===== config.mk =====
export PLATFORM = sky130hd
export DESIGN_NAME = dmem_arbiter
export DESIGN_NICKNAME = d
export VERILOG_FILES = /design/src/rtl/dmem_arbiter.sv
export SDC_FILE = /design/constraint.sdc
export NUM_CORES = 1
export LEC_CHECK = 0
export CAP_MARGIN = 10
export CORE_AREA = 2 2 119 121
export DETAILED_ROUTE_END_ITERATION = 6
export DIE_AREA = 0 0 121 123
export GPL_TIMING_DRIVEN = 1
export HOLD_SLACK_MARGIN = 0.15
export PLACE_DENSITY = 0.81
export SETUP_SLACK_MARGIN = 0.02
export SLEW_MARGIN = 20
export SYNTH_ARGS = -nofsm -noshare
export SYNTH_HDL_FRONTEND = slang
export SYNTH_SLANG_ARGS = --single-unit

===== constraint.sdc =====
create_clock -name clk -period 2.64 [get_ports clk]
set_input_delay 0.66 -clock clk [delete_from_list [all_inputs] [get_ports clk]]
set_output_delay 0.66 -clock clk [all_outputs]
set_load 0.005 [all_outputs]

===== src/rtl/dmem_arbiter.sv =====
// Round-robin two-port arbiter and three-cycle grant/access/response sequencer in front of DMEM.
// Optional request checking is enabled by defining DMEM_ARB_CHECK_EN.
module dmem_arbiter #(
    parameter logic [31:0] DMEM_BASE  = 32'h1001_0000,
    parameter int unsigned DMEM_WORDS = 512
) (
    input  logic        clk,
    input  logic        rst_n,

    input  logic        r0_req,
    input  logic        r0_we,
    input  logic [2:0]  r0_mode,
    input  logic [31:0] r0_addr,
    input  logic [31:0] r0_wdata,
    output logic        r0_gnt,
    output logic        r0_rvalid,
    output logic [31:0] r0_rdata,
    output logic        r0_err,

    input  logic        r1_req,
    input  logic        r1_we,
    input  logic [2:0]  r1_mode,
    input  logic [31:0] r1_addr,
    input  logic [31:0] r1_wdata,
    output logic        r1_gnt,
    output logic        r1_rvalid,
    output logic [31:0] r1_rdata,
    output logic        r1_err,

    output logic        dm_cs,
    output logic        dm_w,
    output logic        dm_r,
    output logic [2:0]  dm_mode,
    output logic [31:0] dm_addr,
    output logic [31:0] dm_wdata,
    input  logic [31:0] dm_rdata
);

    typedef enum logic [1:0] {StIdle, StAccess, StResp} state_t;

    state_t      state;
    logic        last;
    logic        id_q;
    logic        we_q;
    logic        err_q;
    logic [31:0] rdata_q;

    logic        grant_any;
    logic        winner;
    logic        win_we;
    logic [2:0]  win_mode;
    logic [31:0] win_addr;
    logic [31:0] win_wdata;
    logic        win_err;

    // On a tie the requester not named by last wins, so last=1 favours r0.
    assign grant_any = (state == StIdle) && (r0_req || r1_req);
    assign winner    = r1_req && (!r0_req || !last);
    assign r0_gnt    = grant_any && !winner;
    assign r1_gnt    = grant_any && winner;

    assign win_we    = winner ? r1_we    : r0_we;
    assign win_mode  = winner ? r1_mode  : r0_mode;
    assign win_addr  = winner ? r1_addr  : r0_addr;
    assign win_wdata = winner ? r1_wdata : r0_wdata;

`ifdef DMEM_ARB_CHECK_EN
    localparam logic [31:0] DmemLast = DMEM_BASE + 32'(4 * DMEM_WORDS) - 32'd1;

    always_comb begin
        win_err = 1'b0;
        case (win_mode)
            3'b000:         win_err = (win_addr[1:0] != 2'b00);
            3'b001, 3'b010: win_err = win_addr[0];
            3'b011, 3'b100: win_err = 1'b0;
            default:        win_err = 1'b1;
        endcase
        if (win_we && (win_mode == 3'b010 || win_mode == 3'b100)) begin
            win_err = 1'b1;
        end
        if (win_addr < DMEM_BASE || win_addr > DmemLast) begin
            win_err = 1'b1;
        end
    end
`else
    assign win_err = 1'b0;

    logic unused_cfg;
    assign unused_cfg = ^{DMEM_BASE, DMEM_WORDS};
`endif

    always_ff @(posedge clk) begin
        if (!rst_n) begin
            state     <= StIdle;
            last      <= 1'b1;
            id_q      <= 1'b0;
            we_q      <= 1'b0;
            err_q     <= 1'b0;
            rdata_q   <= '0;
            dm_cs     <= 1'b0;
            dm_w      <= 1'b0;
            dm_r      <= 1'b0;
            dm_mode   <= '0;
            dm_addr   <= '0;
            dm_wdata  <= '0;
            r0_rvalid <= 1'b0;
            r1_rvalid <= 1'b0;
        end else begin
            unique case (state)
                StIdle: begin
                    if (grant_any) begin
                        state    <= StAccess;
                        last     <= winner;
                        id_q     <= winner;
                        we_q     <= win_we;
                        err_q    <= win_err;
                        dm_mode  <= win_mode;
                        dm_addr  <= win_addr;
                        dm_wdata <= win_wdata;
                        // A flagged request walks through ACCESS without touching memory.
                        dm_cs    <= !win_err;
                        dm_w     <= win_we && !win_err;
                        dm_r     <= !win_we && !win_err;
                    end
                end
                StAccess: begin
                    state     <= StResp;
                    dm_cs     <= 1'b0;
                    dm_w      <= 1'b0;
                    dm_r      <= 1'b0;
                    r0_rvalid <= !id_q;
                    r1_rvalid <= id_q;
                    if (!we_q && !err_q) begin
                        rdata_q <= dm_rdata;
                    end
                end
                StResp: begin
                    state     <= StIdle;
                    r0_rvalid <= 1'b0;
                    r1_rvalid <= 1'b0;
                end
                default: state <= StIdle;
            endcase
        end
    end

    logic [31:0] resp_data;
    assign resp_data = (we_q || err_q) ? 32'h0 : rdata_q;

    assign r0_rdata = r0_rvalid ? resp_data : 32'h0;
    assign r1_rdata = r1_rvalid ? resp_data : 32'h0;
    assign r0_err   = r0_rvalid && err_q;
    assign r1_err   = r1_rvalid && err_q;

endmodule

# Word level (Yosys, flattened, before mapping)
# Cells that the tools add are included.
dict set report op_classes {
  eq_ne 3
  reduce_logical 18
  n_mux 17
}
# operator count
set ops {}
lappend ops {{32-bit two-way mux} 5}
lappend ops {{1-bit one-hot mux with 2 select lines} 5}
lappend ops {{1-bit logical NOT} 6}
lappend ops {{2-bit AND reduction} 3}
lappend ops {{1-bit logical AND} 4}
lappend ops {{1-bit two-way mux} 4}
lappend ops {{2-bit one-hot mux with 2 select lines} 1}
lappend ops {{2-bit nonzero test} 2}
lappend ops {{3-bit two-way mux} 1}
lappend ops {{2-bit by 1-bit equality test with 1-bit output (second input constant)} 1}
lappend ops {{2-bit equality test (second input constant)} 1}
lappend ops {{2-bit logical NOT} 1}
lappend ops {{1-bit logical OR} 2}
lappend ops {{2-bit two-way mux} 1}
lappend ops {{2-bit inequality test (second input constant)} 1}
dict set report word_totals {
  output_inout_bits 140
  register_bits 109
}

# Depth between registers and ports, before layout
dict set report logic_depth {
  depth_word 7
  depth_mapped 9
  mapped_depth_nobuf 6
}

# Least setup slack after synthesis
# No wires, ideal clock.
dict set report synth_timing {
  kind {input -> register}
  startpoint {input port rst_n}
  endpoint {register dm_wdata[0]}
  setup_time_ps 122
  path_buffers 4
  stages 6
  arrival_time_ps 1658
  setup_slack_ps 861
  path_cell_list {clkbuf_1 > and2_1 > buf_2 > buf_4 > buf_4 > a221o_1}
}
# item line
set synth_rtl {}
lappend synth_rtl {{start: declaration} 8} ;# input logic rst_n,
lappend synth_rtl {{end signal: assignment} 119} ;# dm_wdata <= win_wdata;
lappend synth_rtl {{end: declaration} 35} ;# output logic [31:0] dm_wdata,

# Worst setup path after layout
dict set report layout_timing {
  startpoint {register r1_rvalid}
  endpoint {output port r1_rdata[8]}
}
dict set report layout_via {
  elab_chain_cells 1
}
# item line
set layout_lines {}
lappend layout_lines {{start: declaration} 26} ;# output logic r1_rvalid,
lappend layout_lines {{start signal: assignment} 132} ;# r1_rvalid <= id_q;
lappend layout_lines {{32-bit two-way mux} 151} ;# assign r1_rdata = r1_rvalid ? resp_data : 32'h0;
lappend layout_lines {{end: declaration} 27} ;# output logic [31:0] r1_rdata,
# Every way passes these cells.

==> flow_summary.toml <==
[routing]
drtAntennaViolNets = 0
first_pass_iters = 4
drt_wl_total_um = 16400
drcViolationCount = 0
viasPerCell = 4.95
drt_iter0_markers = 283
wire_per_inst_um = 16.7
vias = 4856

[die]
fp.dieH_um = 123
core_area_um2 = 13600
die_w_um = 121
rows = 43
start_util_pct = 34.2
dieArea_um2 = 14900
pin_count = 312

[placed_design]
place_hpwl_um = 12000
gp_congestion = 0.788
dp_cells = 965
port_buffers = 309
place_ws_ps = -68.3

[worst_setup_path]
cp-start-kind = "flip-flop"
crit_fanout = 32
r2r-start = "state[0]$_SDFFE_PN0P_"
path_buf_inv = 2
critPathSlowestCell = "clkdlybuf4s50_1"
r2r_end = "dm_addr[23]$_SDFFE_PN0P_"
reg2reg_slack_ps = 670
slowest_delay_ps = 510
criticalPathCategory = "flip-flop to output port"
worstPathCellList = "nor2b_1 > buf_4 > and2_1 > clkdlybuf4s50_1"
reg2reg_depth = 8
crit_required_ps = 1980
critical-path-top-delay-family = "buffers and inverters"
crit_arrival_ps = 1860
endpoint_kind = "output port"

[power]
vdd_drop_max_uv = 334
leakage_nw = 3.40
p_per_area_nw_per_um2 = 559

[clock_tree]
postCtsSetupRepairBufs = 0
cts_buffers = 9
max-clock-path-buffers = 2
hold_buffers = 0
htree_levels = 3
cts.clk_slew.worst_paths_ps = 70
cts_tree = "done"
clk-insertion-delay-late_ps = 350
clock-sinks = 109
root_buffer = "clkbuf_16"

[finish]
instances_no_fill = 981
drive_above_1_share_pct = 5.12
utilization_pct = 60.7
fillers = 1204
multi_input_area_um2 = 2230
seq_area_um2 = 2180
area_growth_pct = 77.4
antenna_cells = 0
nets = 972

[synth]
syn_area_um2 = 4650
ys_ff_latch = 109
synth_common_cells = "dfxtp_1 (109), nand2_1 (71), a221o_1 (67), and3_1 (67), and2_1 (66)"
synth_top_area_share_pct = 46.9
syn_inst = 507
synth_ff_type = "dfxtp_1"
ys_types = 31
async_reset_ff_share_pct = 0
syn_avg_cell_area_um2 = 9.18
synth_top_cell_by_area = "dfxtp_1"
synth.most_common_cell = "dfxtp_1"
synth_edf_count = 0
synth_area_leaders = "dfxtp_1 (47%), a221o_1 (14%), and3_1 (9.0%), and2_1 (8.9%), nand2_1 (5.7%)"
ys_seq_area_share_pct = 46.9
yosysWarnings = 0

[timing]
clock_skew_ps = 6.38
final.period_utilization_pct = 95.5
fin_crit_ps = 2520
fmax_ghz = 0.397
final.setup.tns_ps = 0
hold_viol_final = 0
worst_pin_slew_ps = 507
slew_violations = 0
setup_viol = 0
timing.hold.ws_ps = 460
slew_headroom_pct = 66.2
layout_setup_ws_ps = 119

[run_status]
outcome = "complete, no violations"

[global_route]
grt_pass1_vias = 4594
grt_usage_pct = 21.3
grt_pass1_wl_um = 24600
grt_max_degree = 69
grt_antenna_before_repair = 0
grt.overflow.total = 0

[hold_path]
hold_path_depth = 2
min_from = "rdata_q[31]$_SDFFE_PN0P_"
holdPathEnd = "rdata_q[31]$_SDFFE_PN0P_"
hold_path.class = "flip-flop to flip-flop"

[flow_run]
max_cap_violations = 0
==> cells by family (layout without fill, tap and decap cells) <==
group           Yosys count  count (layout)  synth area share, %
compound gates          114             114                 20.0
fa+ha+maj                 4               4                 1.08
buf+inv                  56             349                 5.83
flops                   109             109                 46.9
mux                       3               3                0.645
other cells               1               2               0.0806
simple gates            220             220                 25.4
==> layer usage <==
layer	global-route usage [%]	up-vias	share of wire (%)
met3	6.23	22	8.7
li1	-	2382	-
met2	37.5	235	50
met5	0	-	0
met1	24.5	2217	39
met4	8.21	0	2.1
==> worst max path at each step <==
stage,slack [ps],from,to,cells past startpoint
after global placement,-100,r0_req,r0_gnt,5
after detailed placement,-70,r0_req,r0_gnt,5
after CTS,100,r0_rvalid$_SDFFE_PN0P_,r0_rdata[7],4
after floorplan,860,rst_n,dm_wdata[0]$_SDFFE_PN0P_,6
after global routing,-4,r1_rvalid$_SDFFE_PN0P_,r1_rdata[8],4
final,120,r1_rvalid$_SDFFE_PN0P_,r1_rdata[8],4
==> layout make-up <==
| type | count | area share, % |
|---|---|---|
| inverter | 6 | 0.273 |
| clock inverter | 4 | 0.849 |
| timing repair buffer | 327 | 39.7 |
| tap | 180 | 2.73 |
| clock buffer | 12 | 3.11 |
| sequential | 109 | 26.4 |
| multi-input combinational | 343 | 27.0 |
==> report_power, final <==
part           internal, W  total, W  switching [W]
registers          0.00184   0.00195       0.000112
logic             0.000722   0.00118       0.000459
clock network     0.000881   0.00148       0.000603
==> stage by stage <==
step	instance area [µm²]	power, W
finish	8260	0.00462
global route	8260	0.00484
CTS	8250	0.00465
detailed placement	7920	0.00316
global placement	7920	0.00315
floorplan	4660	0.00242
==> layout by cell type, fill, tap and decap left out, types with 2 or more instances in the layout <==
master,Yosys,routed
clkdlybuf4s50_1,0,306
dfxtp_1,109,109
nand2_1,71,71
and3_1,67,67
a221o_1,67,67
and2_1,66,64
a21oi_1,36,35
buf_4,6,13
clkbuf_16,0,9
nor2_1,7,7
inv_1,6,6
buf_12,0,4
mux2i_1,3,3
ha_1,4,3
nor2b_1,3,2
a21oi_2,1,2
and2_2,0,2
nand2b_1,2,2
nand3b_1,2,2
o21ai_0,2,2
conb_1,1,2
clkbuf_8,0,2
bufinv_16,0,2
clkinv_2,0,2
dlygate4sd2_1,0,2
==> worst register-to-register path: cells and delay by family (launching register included) <==
family | cells | cell delay (ps)
AO/OA/AOI/OAI | 2 | 320
flip-flops | 1 | 330
AND/OR/NAND/NOR | 2 | 500
buffers and inverters | 3 | 490
adder cells (fa/ha/maj) | 1 | 280
==> sequential cells by signal, summed over array words and instances, names as in the netlist, 2 cells and up <==
register / cells
dm_addr: 32
dm_mode: 3
rdata_q: 32
state: 2
dm_wdata: 32
==> timing repair <==
item,4_1_cts,5_1_grt
hold endpoints to repair,0,0
resized for setup,4,1
endpoints found under the setup margin,2,1
pin swaps,0,0
(Power assumes the default switching activity.)
